[config.mk]
export PLATFORM = sky130hd
export DESIGN_NAME = hazard_sched_flat
export DESIGN_NICKNAME = d
export VERILOG_FILES = /design/src/rtl/hazard_sched_pkg.sv /design/src/rtl/hazard_sched_if.sv /design/src/rtl/hazard_sched_fwd_unit.sv /design/src/rtl/hazard_sched.sv /design/src/flat_wrapper.sv
export SDC_FILE = /design/constraint.sdc
export NUM_CORES = 1
export LEC_CHECK = 0
export ABC_AREA = 0
export BUFFER_PORTS_ARGS = -buffer_cell sky130_fd_sc_hd__buf_2
export CAP_MARGIN = 0
export CORE_MARGIN = 8
export CORE_UTILIZATION = 45
export CTS_BUF_LIST = sky130_fd_sc_hd__clkbuf_8
export DETAILED_ROUTE_END_ITERATION = 7
export GPL_ROUTABILITY_DRIVEN = 0
export MAX_ROUTING_LAYER = met4
export PLACE_DENSITY = 0.78
export SYNTH_ARGS = -nofsm -noshare
export SYNTH_HDL_FRONTEND = slang
export SYNTH_HIERARCHICAL = 1
export SYNTH_SLANG_ARGS = --single-unit
[constraint.sdc]
create_clock -name clk -period 2.09 [get_ports clk]
set_input_delay 0.1045 -clock clk [delete_from_list [all_inputs] [get_ports clk]]
set_output_delay 0.1045 -clock clk [all_outputs]
set_load 0.03 [all_outputs]
[src/rtl/hazard_sched_pkg.sv]
// hazard_sched_pkg: shared constants and types for the hazard scheduler.
//   REG_W        register address width (SIZE = 32 -> 5 bits)
//   FWD_*        EX operand forwarding select encodings
//   state_t      scheduler FSM states
package hazard_sched_pkg;
  localparam int REG_W = 5;

  localparam logic [1:0] FWD_RF  = 2'd0;
  localparam logic [1:0] FWD_MEM = 2'd1;
  localparam logic [1:0] FWD_WB  = 2'd2;

  typedef enum logic {
    RUN       = 1'b0,
    MULT_BUSY = 1'b1
  } state_t;
endpackage

[src/rtl/hazard_sched_if.sv]
// hazard_sched_if: pipeline <-> hazard scheduler signal bundle.
//   master : pipeline side, drives stage info, receives stall/flush/forward controls
//   slave  : scheduler side
interface hazard_sched_if;
  import hazard_sched_pkg::*;

  // ID stage
  logic             id_valid;
  logic [REG_W-1:0] id_rs, id_rt;
  logic             id_uses_rs, id_uses_rt;
  // EX stage
  logic             ex_valid;
  logic [REG_W-1:0] ex_rd, ex_rs, ex_rt;
  logic             ex_reg_write, ex_mem_read, ex_is_mult, ex_branch_taken;
  // MEM / WB producers
  logic [REG_W-1:0] mem_rd, wb_rd;
  logic             mem_reg_write, wb_reg_write;
  // controls
  logic             pc_stall, if_id_stall, if_id_flush;
  logic             id_ex_bubble, ex_hold, ex_mem_bubble;
  logic [1:0]       fwd_a_sel, fwd_b_sel;

  modport master (
    output id_valid, id_rs, id_rt, id_uses_rs, id_uses_rt,
           ex_valid, ex_rd, ex_rs, ex_rt, ex_reg_write, ex_mem_read,
           ex_is_mult, ex_branch_taken,
           mem_rd, mem_reg_write, wb_rd, wb_reg_write,
    input  pc_stall, if_id_stall, if_id_flush, id_ex_bubble,
           ex_hold, ex_mem_bubble, fwd_a_sel, fwd_b_sel
  );

  modport slave (
    input  id_valid, id_rs, id_rt, id_uses_rs, id_uses_rt,
           ex_valid, ex_rd, ex_rs, ex_rt, ex_reg_write, ex_mem_read,
           ex_is_mult, ex_branch_taken,
           mem_rd, mem_reg_write, wb_rd, wb_reg_write,
    output pc_stall, if_id_stall, if_id_flush, id_ex_bubble,
           ex_hold, ex_mem_bubble, fwd_a_sel, fwd_b_sel
  );
endinterface

[src/rtl/hazard_sched_fwd_unit.sv]
// fwd_unit: combinational EX operand forwarding selects.
//   in  : ex_rs/ex_rt (EX sources), mem_rd/mem_reg_write, wb_rd/wb_reg_write
//   out : fwd_a_sel, fwd_b_sel (FWD_RF / FWD_MEM / FWD_WB)
// MEM is the younger producer, so it wins over WB. r0 is never forwarded.
module fwd_unit
  import hazard_sched_pkg::*;
(
  input  logic [REG_W-1:0] ex_rs,
  input  logic [REG_W-1:0] ex_rt,
  input  logic [REG_W-1:0] mem_rd,
  input  logic             mem_reg_write,
  input  logic [REG_W-1:0] wb_rd,
  input  logic             wb_reg_write,
  output logic [1:0]       fwd_a_sel,
  output logic [1:0]       fwd_b_sel
);
  function automatic logic [1:0] pick(logic [REG_W-1:0] src,
                                      logic [REG_W-1:0] m_rd, logic m_wr,
                                      logic [REG_W-1:0] w_rd, logic w_wr);
    if (m_wr && m_rd != '0 && m_rd == src) return FWD_MEM;
    if (w_wr && w_rd != '0 && w_rd == src) return FWD_WB;
    return FWD_RF;
  endfunction

  always_comb begin
    fwd_a_sel = pick(ex_rs, mem_rd, mem_reg_write, wb_rd, wb_reg_write);
    fwd_b_sel = pick(ex_rt, mem_rd, mem_reg_write, wb_rd, wb_reg_write);
  end
endmodule

[src/rtl/hazard_sched.sv]
// hazard_sched: hazard controller for the 5-stage pipeline around EX.
//   clk, rst_n   : clock, synchronous active-low reset
//   bus (slave)  : stage info in; pc_stall, if_id_stall, if_id_flush,
//                  id_ex_bubble, ex_hold, ex_mem_bubble, fwd_a/b_sel out
//   stall_count  : saturating count of cycles with pc_stall high
// Build option HAZARD_FWD_EN: enable operand forwarding, so only load-use
// stalls; without it any EX/MEM producer match stalls and selects are 0.
// A multiply stalls MULT_CYCLES-1 cycles: the detect cycle in RUN plus
// MULT_CYCLES-2 cycles in MULT_BUSY; EX retires it on the following cycle.
module hazard_sched
  import hazard_sched_pkg::*;
#(
  parameter int SIZE        = 32,
  parameter int MULT_CYCLES = 4,
  parameter int CNT_W       = 32
) (
  input  logic             clk,
  input  logic             rst_n,
  hazard_sched_if.slave    bus,
  output logic [CNT_W-1:0] stall_count
);
  localparam int         ADDR_W    = $clog2(SIZE);
  localparam logic [3:0] MULT_LOAD = 4'(MULT_CYCLES - 2);

  function automatic logic hit(logic wr, logic [ADDR_W-1:0] rd,
                               logic used, logic [ADDR_W-1:0] src);
    return wr && (rd != '0) && used && (rd == src);
  endfunction

  state_t     state, state_nx;
  logic [3:0] mult_cnt, mult_cnt_nx;
  logic       raw_hz;
  logic [1:0] fwd_a, fwd_b;

`ifdef HAZARD_FWD_EN
  // Forwarding covers ALU results; only a load in EX cannot be forwarded in time.
  always_comb
    raw_hz = bus.id_valid && bus.ex_valid && bus.ex_mem_read &&
             (hit(bus.ex_reg_write, bus.ex_rd, bus.id_uses_rs, bus.id_rs) ||
              hit(bus.ex_reg_write, bus.ex_rd, bus.id_uses_rt, bus.id_rt));

  fwd_unit u_fwd (
    .ex_rs         (bus.ex_rs),
    .ex_rt         (bus.ex_rt),
    .mem_rd        (bus.mem_rd),
    .mem_reg_write (bus.mem_reg_write),
    .wb_rd         (bus.wb_rd),
    .wb_reg_write  (bus.wb_reg_write),
    .fwd_a_sel     (fwd_a),
    .fwd_b_sel     (fwd_b)
  );
`else
  // No bypass: wait until the producer reaches WB (regfile is write-first).
  logic fwd_unused;
  assign fwd_unused = ^{bus.ex_rs, bus.ex_rt, bus.wb_rd, bus.wb_reg_write,
                        bus.ex_mem_read};

  always_comb
    raw_hz = bus.id_valid &&
             ((bus.ex_valid &&
               (hit(bus.ex_reg_write, bus.ex_rd, bus.id_uses_rs, bus.id_rs) ||
                hit(bus.ex_reg_write, bus.ex_rd, bus.id_uses_rt, bus.id_rt))) ||
              hit(bus.mem_reg_write, bus.mem_rd, bus.id_uses_rs, bus.id_rs) ||
              hit(bus.mem_reg_write, bus.mem_rd, bus.id_uses_rt, bus.id_rt));

  assign fwd_a = FWD_RF;
  assign fwd_b = FWD_RF;
`endif

  // state register
  always_ff @(posedge clk) begin
    if (!rst_n) begin
      state    <= RUN;
      mult_cnt <= '0;
    end else begin
      state    <= state_nx;
      mult_cnt <= mult_cnt_nx;
    end
  end

  // next state: mult_cnt holds the MULT_BUSY cycles still to go
  always_comb begin
    state_nx    = state;
    mult_cnt_nx = mult_cnt;
    case (state)
      RUN: begin
        if (bus.ex_valid && !bus.ex_branch_taken && bus.ex_is_mult) begin
          mult_cnt_nx = MULT_LOAD;
          if (MULT_CYCLES > 2) state_nx = MULT_BUSY;
        end
      end
      MULT_BUSY: begin
        mult_cnt_nx = mult_cnt - 4'd1;
        if (mult_cnt <= 4'd1) state_nx = RUN;
      end
      default: state_nx = RUN;
    endcase
  end

  // outputs: branch flush beats any stall since the ID instruction is dead
  always_comb begin
    bus.pc_stall      = 1'b0;
    bus.if_id_stall   = 1'b0;
    bus.if_id_flush   = 1'b0;
    bus.id_ex_bubble  = 1'b0;
    bus.ex_hold       = 1'b0;
    bus.ex_mem_bubble = 1'b0;
    bus.fwd_a_sel     = FWD_RF;
    bus.fwd_b_sel     = FWD_RF;
    if (rst_n) begin
      bus.fwd_a_sel = fwd_a;
      bus.fwd_b_sel = fwd_b;
      case (state)
        RUN: begin
          if (bus.ex_valid && bus.ex_branch_taken) begin
            bus.if_id_flush  = 1'b1;
            bus.id_ex_bubble = 1'b1;
          end else if (bus.ex_valid && bus.ex_is_mult) begin
            bus.pc_stall      = 1'b1;
            bus.if_id_stall   = 1'b1;
            bus.ex_hold       = 1'b1;
            bus.ex_mem_bubble = 1'b1;
          end else if (raw_hz) begin
            bus.pc_stall     = 1'b1;
            bus.if_id_stall  = 1'b1;
            bus.id_ex_bubble = 1'b1;
          end
        end
        MULT_BUSY: begin
          bus.pc_stall      = 1'b1;
          bus.if_id_stall   = 1'b1;
          bus.ex_hold       = 1'b1;
          bus.ex_mem_bubble = 1'b1;
        end
        default: ;
      endcase
    end
  end

  // saturating stall counter
  always_ff @(posedge clk) begin
    if (!rst_n)
      stall_count <= '0;
    else if (bus.pc_stall && stall_count != '1)
      stall_count <= stall_count + CNT_W'(1);
  end
endmodule

[src/flat_wrapper.sv]
// flat-port wrapper written by rule: the top's interface ports become plain ports
module hazard_sched_flat import hazard_sched_pkg::*;
#(
  parameter int SIZE        = 32,
  parameter int MULT_CYCLES = 4,
  parameter int CNT_W       = 32
)
  (clk, rst_n, stall_count, bus_id_valid, bus_id_rs, bus_id_rt, bus_id_uses_rs, bus_id_uses_rt, bus_ex_valid, bus_ex_rd, bus_ex_rs, bus_ex_rt, bus_ex_reg_write, bus_ex_mem_read, bus_ex_is_mult, bus_ex_branch_taken, bus_mem_rd, bus_mem_reg_write, bus_wb_rd, bus_wb_reg_write, bus_pc_stall, bus_if_id_stall, bus_if_id_flush, bus_id_ex_bubble, bus_ex_hold, bus_ex_mem_bubble, bus_fwd_a_sel, bus_fwd_b_sel);
  hazard_sched_if bus_i ();
  input  logic clk;
  input  logic rst_n;
  output logic [CNT_W-1:0] stall_count;
  input wire logic [$bits(bus_i.id_valid)-1:0] bus_id_valid;
  input wire logic [$bits(bus_i.id_rs)-1:0] bus_id_rs;
  input wire logic [$bits(bus_i.id_rt)-1:0] bus_id_rt;
  input wire logic [$bits(bus_i.id_uses_rs)-1:0] bus_id_uses_rs;
  input wire logic [$bits(bus_i.id_uses_rt)-1:0] bus_id_uses_rt;
  input wire logic [$bits(bus_i.ex_valid)-1:0] bus_ex_valid;
  input wire logic [$bits(bus_i.ex_rd)-1:0] bus_ex_rd;
  input wire logic [$bits(bus_i.ex_rs)-1:0] bus_ex_rs;
  input wire logic [$bits(bus_i.ex_rt)-1:0] bus_ex_rt;
  input wire logic [$bits(bus_i.ex_reg_write)-1:0] bus_ex_reg_write;
  input wire logic [$bits(bus_i.ex_mem_read)-1:0] bus_ex_mem_read;
  input wire logic [$bits(bus_i.ex_is_mult)-1:0] bus_ex_is_mult;
  input wire logic [$bits(bus_i.ex_branch_taken)-1:0] bus_ex_branch_taken;
  input wire logic [$bits(bus_i.mem_rd)-1:0] bus_mem_rd;
  input wire logic [$bits(bus_i.mem_reg_write)-1:0] bus_mem_reg_write;
  input wire logic [$bits(bus_i.wb_rd)-1:0] bus_wb_rd;
  input wire logic [$bits(bus_i.wb_reg_write)-1:0] bus_wb_reg_write;
  output wire logic [$bits(bus_i.pc_stall)-1:0] bus_pc_stall;
  output wire logic [$bits(bus_i.if_id_stall)-1:0] bus_if_id_stall;
  output wire logic [$bits(bus_i.if_id_flush)-1:0] bus_if_id_flush;
  output wire logic [$bits(bus_i.id_ex_bubble)-1:0] bus_id_ex_bubble;
  output wire logic [$bits(bus_i.ex_hold)-1:0] bus_ex_hold;
  output wire logic [$bits(bus_i.ex_mem_bubble)-1:0] bus_ex_mem_bubble;
  output wire logic [$bits(bus_i.fwd_a_sel)-1:0] bus_fwd_a_sel;
  output wire logic [$bits(bus_i.fwd_b_sel)-1:0] bus_fwd_b_sel;
  assign bus_i.id_valid = bus_id_valid;
  assign bus_i.id_rs = bus_id_rs;
  assign bus_i.id_rt = bus_id_rt;
  assign bus_i.id_uses_rs = bus_id_uses_rs;
  assign bus_i.id_uses_rt = bus_id_uses_rt;
  assign bus_i.ex_valid = bus_ex_valid;
  assign bus_i.ex_rd = bus_ex_rd;
  assign bus_i.ex_rs = bus_ex_rs;
  assign bus_i.ex_rt = bus_ex_rt;
  assign bus_i.ex_reg_write = bus_ex_reg_write;
  assign bus_i.ex_mem_read = bus_ex_mem_read;
  assign bus_i.ex_is_mult = bus_ex_is_mult;
  assign bus_i.ex_branch_taken = bus_ex_branch_taken;
  assign bus_i.mem_rd = bus_mem_rd;
  assign bus_i.mem_reg_write = bus_mem_reg_write;
  assign bus_i.wb_rd = bus_wb_rd;
  assign bus_i.wb_reg_write = bus_wb_reg_write;
  assign bus_pc_stall = bus_i.pc_stall;
  assign bus_if_id_stall = bus_i.if_id_stall;
  assign bus_if_id_flush = bus_i.if_id_flush;
  assign bus_id_ex_bubble = bus_i.id_ex_bubble;
  assign bus_ex_hold = bus_i.ex_hold;
  assign bus_ex_mem_bubble = bus_i.ex_mem_bubble;
  assign bus_fwd_a_sel = bus_i.fwd_a_sel;
  assign bus_fwd_b_sel = bus_i.fwd_b_sel;
  hazard_sched #(.SIZE(SIZE), .MULT_CYCLES(MULT_CYCLES), .CNT_W(CNT_W)) u_core (.clk(clk), .rst_n(rst_n), .bus(bus_i), .stall_count(stall_count));
endmodule
==> impl_metrics.tcl, run 1 <==
set metrics [dict create \
    status "complete, but fails checks" \
    violations "setup timing" \
    period_share 1.03 \
    dieArea_sq_um 7440 \
    ys_types 40 \
    fmax_mhz 463 \
    fp.dieW_um 86.3 \
    synthArstFlopShare 0 \
    cp.arrival_ps 2340 \
    rr_worst_depth 10 \
    drt_wl_total_um 7290 \
    hpwl_um 5200 \
    synth-seq-cells 37 \
    vias_per_cell 5.60 \
    synth_flop_cell "dfxtp_1" \
    numPortBuffers 67 \
    ir_worst_vdd_mv 0.469 \
    synth_edf_count 0 \
    clock_skew_ps 5.66 \
    power_density_nw_per_um2 469 \
    place_area_sq_um 2910 \
    cp_top_family "simple AND/OR/NAND/NOR gates" \
    dieHeight_um 86.3 \
    synth.area.top_cells "dfxtp_1 33%, xnor2_1 13%, nor2_1 4.4%" \
    synthCells 275 \
    fin_ws_ps -72.2 \
    synth_area_leader_cell "dfxtp_1" \
    critPathBufInv 3 \
    clock_sinks 37 \
    avgRoutedWirePerCell_um 16.0 \
    design_area_sq_um 3210 \
    start_kind "flip-flop" \
    start_util 0.467 \
    syn_area_sq_um 2220 \
    end_kind "flip-flop" \
    critPathMaxStageDelay_ps 360 \
    antenna_found_initial 0 \
    diodes 0 \
    grt_pass1_vias 2400 \
    cts_tree "yes" \
    first_pass_iters 5 \
    fp.coreArea_sq_um 4750 \
    numCtsBuffers 5 \
    p_leak_nw 1.34 \
    worstReg2RegEnd "u_core/stall_count[30]$_SDFFE_PN0P_" \
    overflow 0 \
    clkSlewWorstSetupHoldPaths_ps 70 \
    ys_seq_area_frac 0.333 \
    drcViolationCount 0 \
    fin_nets 437 \
    setup.worst_path.start "u_core/stall_count[10]$_SDFFE_PN0P_" \
    endpoint "u_core/stall_count[30]$_SDFFE_PN0P_" \
    cts_buffer_depth 2 \
    areaGrowthSynthToFinish_pct 44.4 \
    synthTopCellsByCount "37 x dfxtp_1, 34 x xnor2_1, 26 x nor2_1, 24 x nand2_1, 17 x a21oi_1" \
    synth_area_per_cell_sq_um 8.08 \
    hold_viol_final 0 \
    period_minus_slack_ps 2160 \
    drt-initial-drc-count 185 \
    grt_start_max_net_pins 24 \
    slowest_stage "dfxtp_4" \
    rrSetupSlack_ps -70 \
    setup_viol 21 \
    synth_top_area_frac 0.333 \
    antenna_left 0 \
    htreeDepth 2 \
    drv_slew 0 \
    vias 2549 \
    cp.depth 10 \
    max_cap_violations 0 \
    finalPower_mw 1.50 \
    worstPathMaxFanout 4 \
    clock_latency_ps 290 \
    clock-root-buffer "clkbuf_8" \
    drive_gt1_frac 0.405 \
    worstReg2RegStart "u_core/stall_count[10]$_SDFFE_PN0P_" \
    rsz0062_at_grt "true" \
    required_ps 2270 \
    path_cells "nand4_4 > or2_1 > buf_4 > nor4_4 > buf_4 > o2111ai_2 > buf_4 > nor3_1 > xnor2_1 > nor2_1" \
    worstHoldPathType "in2reg" \
    final_util 0.675 \
    synth_warnings 6 \
    grt_pass1_wl_um 11300 \
    cpMostUsedCell "buf_4" \
    crit_type "reg2reg" \
    row_count 25 \
    grtUsageTotal 0.190 \
    io_pins 89 \
    hold_buffers 0 \
    synth.most_common_cell "dfxtp_1" \
]
-- worst min path at each step --
stage | slack (ps) | from | cells after the start | to
3_5_place_dp | 460 | rst_n | 3 | u_core/stall_count[12]$_SDFFE_PN0P_
5_1_grt | 170 | rst_n | 3 | u_core/stall_count[20]$_SDFFE_PN0P_
3_3_place_gp | 450 | rst_n | 3 | u_core/stall_count[9]$_SDFFE_PN0P_
4_1_cts | 140 | rst_n | 3 | u_core/stall_count[12]$_SDFFE_PN0P_
6_report | 160 | rst_n | 3 | u_core/stall_count[12]$_SDFFE_PN0P_
2_1_floorplan | 300 | rst_n | 2 | u_core/stall_count[5]$_SDFFE_PN0P_
-- cells in the final DEF (no fill, tap or decap), types with 3 or more instances in the layout --
| cell type | n |
|---|---|
| a211oi_1 | 3 |
| dfxtp_1 | 26 |
| nand4_1 | 10 |
| nand2_1 | 24 |
| clkbuf_8 | 6 |
| or4_1 | 5 |
| ha_1 | 3 |
| or3_1 | 11 |
| conb_1 | 4 |
| buf_6 | 5 |
| dfxtp_2 | 4 |
| nand2b_1 | 5 |
| o31ai_1 | 5 |
| mux2i_1 | 6 |
| xnor2_1 | 34 |
| nor2_1 | 26 |
| nor3_2 | 4 |
| a21oi_1 | 16 |
| buf_4 | 45 |
| o21ai_1 | 4 |
| nor3_1 | 9 |
| nand3_1 | 13 |
| buf_2 | 67 |
| dfxtp_4 | 7 |
| and3_1 | 6 |
| inv_1 | 6 |
-- report_power, final --
group / internal (mW) / switching [mW]
combinational: 0.117 / 0.166
clock: 0.259 / 0.248
sequential: 0.706 / 0.00863
total: 1.08 / 0.423
-- worst reg2reg max path, stage by stage (launching register included) --
cell and delay (ps):
dfxtp_4 360, nand4_4 120, or2_1 260, buf_4 150, nor4_4 260, buf_4 170
o2111ai_2 110, buf_4 180, nor3_1 210, xnor2_1 170, nor2_1 50
-- registers in the layout, indices dropped and copies added, names as in the netlist --
name                cells
u_core/stall_count     32
u_core/mult_cnt         4
u_core/state            1
-- area by class of cell --
type | instances | area, sq um
clock inverter | 2 | 7.51
multi-input combinational | 220 | 1500
clock buffer | 6 | 82.6
inverter | 5 | 18.8
fill | 410 | 1550
tap | 67 | 83.8
timing repair buffer | 118 | 744
sequential | 37 | 772
-- repair_timing --
item,CTS,global route
cloned,1,0
gates resized for setup,7,25
endpoints found under the setup margin,28,30
pin swaps,8,14
buffers inserted,4,5
-- through the flow --
stage	setup WS, ps	TNS, ps	instances	hold slack (ps)
2_1_floorplan	-81.0	-969	278	304
6_report	-72.2	-478	455	156
4_1_cts	-24.6	-48.4	451	140
3_5_place_dp	-153	-2100	438	456
5_1_grt	-175	-3070	455	171
3_3_place_gp	-65.6	-576	438	452
-- metal layers --
metal / vias to the layer above / routed length, um / track usage
met5: - / 0 / -
met4: 0 / 152 / 0.0782
met3: 20 / 694 / 0.0633
met2: 131 / 3540 / 0.315
met1: 1198 / 2900 / 0.205
li1: 1200 / - / -
-- logic make-up (layout without fill, tap and decap cells) --
kind of cell             count (synthesis)  in the layout  synth area share
AND/OR/NAND/NOR                        131            131             0.309
AO/OA/AOI/OAI                           41             41             0.119
flip-flops                              37             37             0.333
XOR/XNOR                                34             34             0.134
buffers and inverters                   21            131            0.0540
multiplexers                             7              7            0.0321
adder cells (fa/ha/maj)                  3              3            0.0169
other                                    1              4           0.00169
No activity file was read; power rests on OpenSTA's default activity.
==> run 2, diff against run 1 <==
Settings changed: GPL_TIMING_DRIVEN from default to 0.
==> impl_metrics.tcl, run 2 (synthesized netlist as in run 1, its figures left out) <==
set metrics [dict create \
    overflow 0 \
    worstReg2RegStart "u_core/stall_count[7]$_SDFFE_PN0P_" \
    cts_buffer_depth 2 \
    placed_cells 412 \
    clkSlewWorstSetupHoldPaths_ps 70 \
    status "complete, but fails checks" \
    grt_start_max_net_pins 11 \
    rr_worst_depth 5 \
    diodes 0 \
    period_minus_slack_ps 2270 \
    rsz0062_at_grt "true" \
    drt_wl_total_um 6910 \
    grtUsageTotal 0.183 \
    min_to "u_core/stall_count[5]$_SDFFE_PN0P_" \
    row_count 25 \
    fin_nets 412 \
    violations "setup timing" \
    reg_top3 "u_core/stall_count: 32 flops, u_core/mult_cnt: 4 flops, u_core/state: 1 flops" \
    cp.arrival_ps 2490 \
    vias 2349 \
    p_leak_nw 1.17 \
    largest_register_ffs 32 \
    hpwl_um 4950 \
    setup_viol 29 \
    final_util 0.628 \
    avgRoutedWirePerCell_um 16.1 \
    worstHoldPathType "in2reg" \
    worstPathMaxFanout 6 \
    hold_buffers 0 \
    grt_pass1_vias 2347 \
    worstMarginPinSlew_ps 515 \
    power_density_nw_per_um2 499 \
    holdWs_ps 200 \
    final_cells 430 \
    hold_viol_final 0 \
    place_area_sq_um 2700 \
    slew-limit-headroom 0.657 \
    layout_commonest_cell "buf_2" \
    io_pins 89 \
    required_ps 2310 \
    start_util 0.467 \
    dieHeight_um 86.3 \
    fp.coreArea_sq_um 4750 \
    cts_tree "yes" \
    clock_latency_ps 290 \
    drcViolationCount 0 \
    antenna_left 0 \
    fin_ws_ps -179 \
    finalPower_mw 1.49 \
    htreeDepth 2 \
    drive_gt1_frac 0.347 \
    first_pass_iters 4 \
    fp.dieW_um 86.3 \
    worstReg2RegEnd "u_core/stall_count[31]$_SDFFE_PN0P_" \
    clock_sinks 37 \
    rrSetupSlack_ps -180 \
    antenna_found_initial 0 \
    clock_skew_ps 3.68 \
    grt_pass1_wl_um 10700 \
    place_worst_setup_slack_ps -291 \
    hold_depth 3 \
    areaGrowthSynthToFinish_pct 34.3 \
    design_area_sq_um 2990 \
    fmax_mhz 441 \
    drv_slew 0 \
    numCtsBuffers 5 \
    clock-root-buffer "clkbuf_8" \
    crit_type "reg2reg" \
    start_kind "flip-flop" \
    tns_ps -2950 \
    final_cell_mix "68 x buf_2, 34 x xnor2_1, 25 x nor2_1" \
    end_kind "flip-flop" \
    largest-register "u_core/stall_count" \
    min_from "rst_n" \
    vias_per_cell 5.46 \
    max_cap_violations 0 \
    ir_worst_vdd_mv 0.383 \
    period_share 1.09 \
    numPortBuffers 67 \
    drt-initial-drc-count 130 \
    dieArea_sq_um 7440 \
]
[run 2: power breakdown]
group	internal (mW)	leakage (nW)	switching, mW	total, mW
registers	0.706	0.308	0.0108	0.716
clock network	0.222	0.0519	0.247	0.470
logic	0.133	0.812	0.171	0.304
[run 2: how the worst max path moves through the flow]
stage,from,to,slack [ps],cells past startpoint
after CTS,u_core/stall_count[6]$_SDFFE_PN0P_,u_core/stall_count[25]$_SDFFE_PN0P_,-110,5
after floorplan,u_core/stall_count[13]$_SDFFE_PN0P_,u_core/stall_count[9]$_SDFFE_PN0P_,-80,9
after global routing,u_core/stall_count[7]$_SDFFE_PN0P_,u_core/stall_count[31]$_SDFFE_PN0P_,-260,5
after detailed placement,bus_mem_rd[0],u_core/stall_count[6]$_SDFFE_PN0P_,-290,8
after global placement,bus_mem_rd[0],u_core/stall_count[16]$_SDFFE_PN0P_,-270,8
final,u_core/stall_count[7]$_SDFFE_PN0P_,u_core/stall_count[31]$_SDFFE_PN0P_,-180,5
[run 2: final cells by class]
type                       instances  area, sq um
buffer                            16          118
clock buffer                       5         68.8
clock inverter                     3         11.3
fill                             447         1770
inverter                           5         18.8
multi-input combinational        220         1470
sequential                        37          776
tap                               67         83.8
timing repair buffer              77          442
[run 2: repair_timing]
item	4_1_cts	5_1_grt
pin swaps	4	7
gates cloned	1	2
buffers inserted	7	0
setup endpoints to repair	29	32
gates resized for setup	12	17
[run 2: routing by layer]
layer,track usage,vias up,routed length [um]
met1,0.184,1081,2770
li1,-,1160,-
met4,0.0767,0,138
met2,0.327,93,3350
met3,0.0491,15,654
met5,-,-,0
[run 2: worst max-delay path, cell delays in order (launching register included)]
cell     delay [ps]
dfxtp_2         380
nand4_1         190
or3_1           460
or3_1           490
or4_1           540
a21oi_1         150
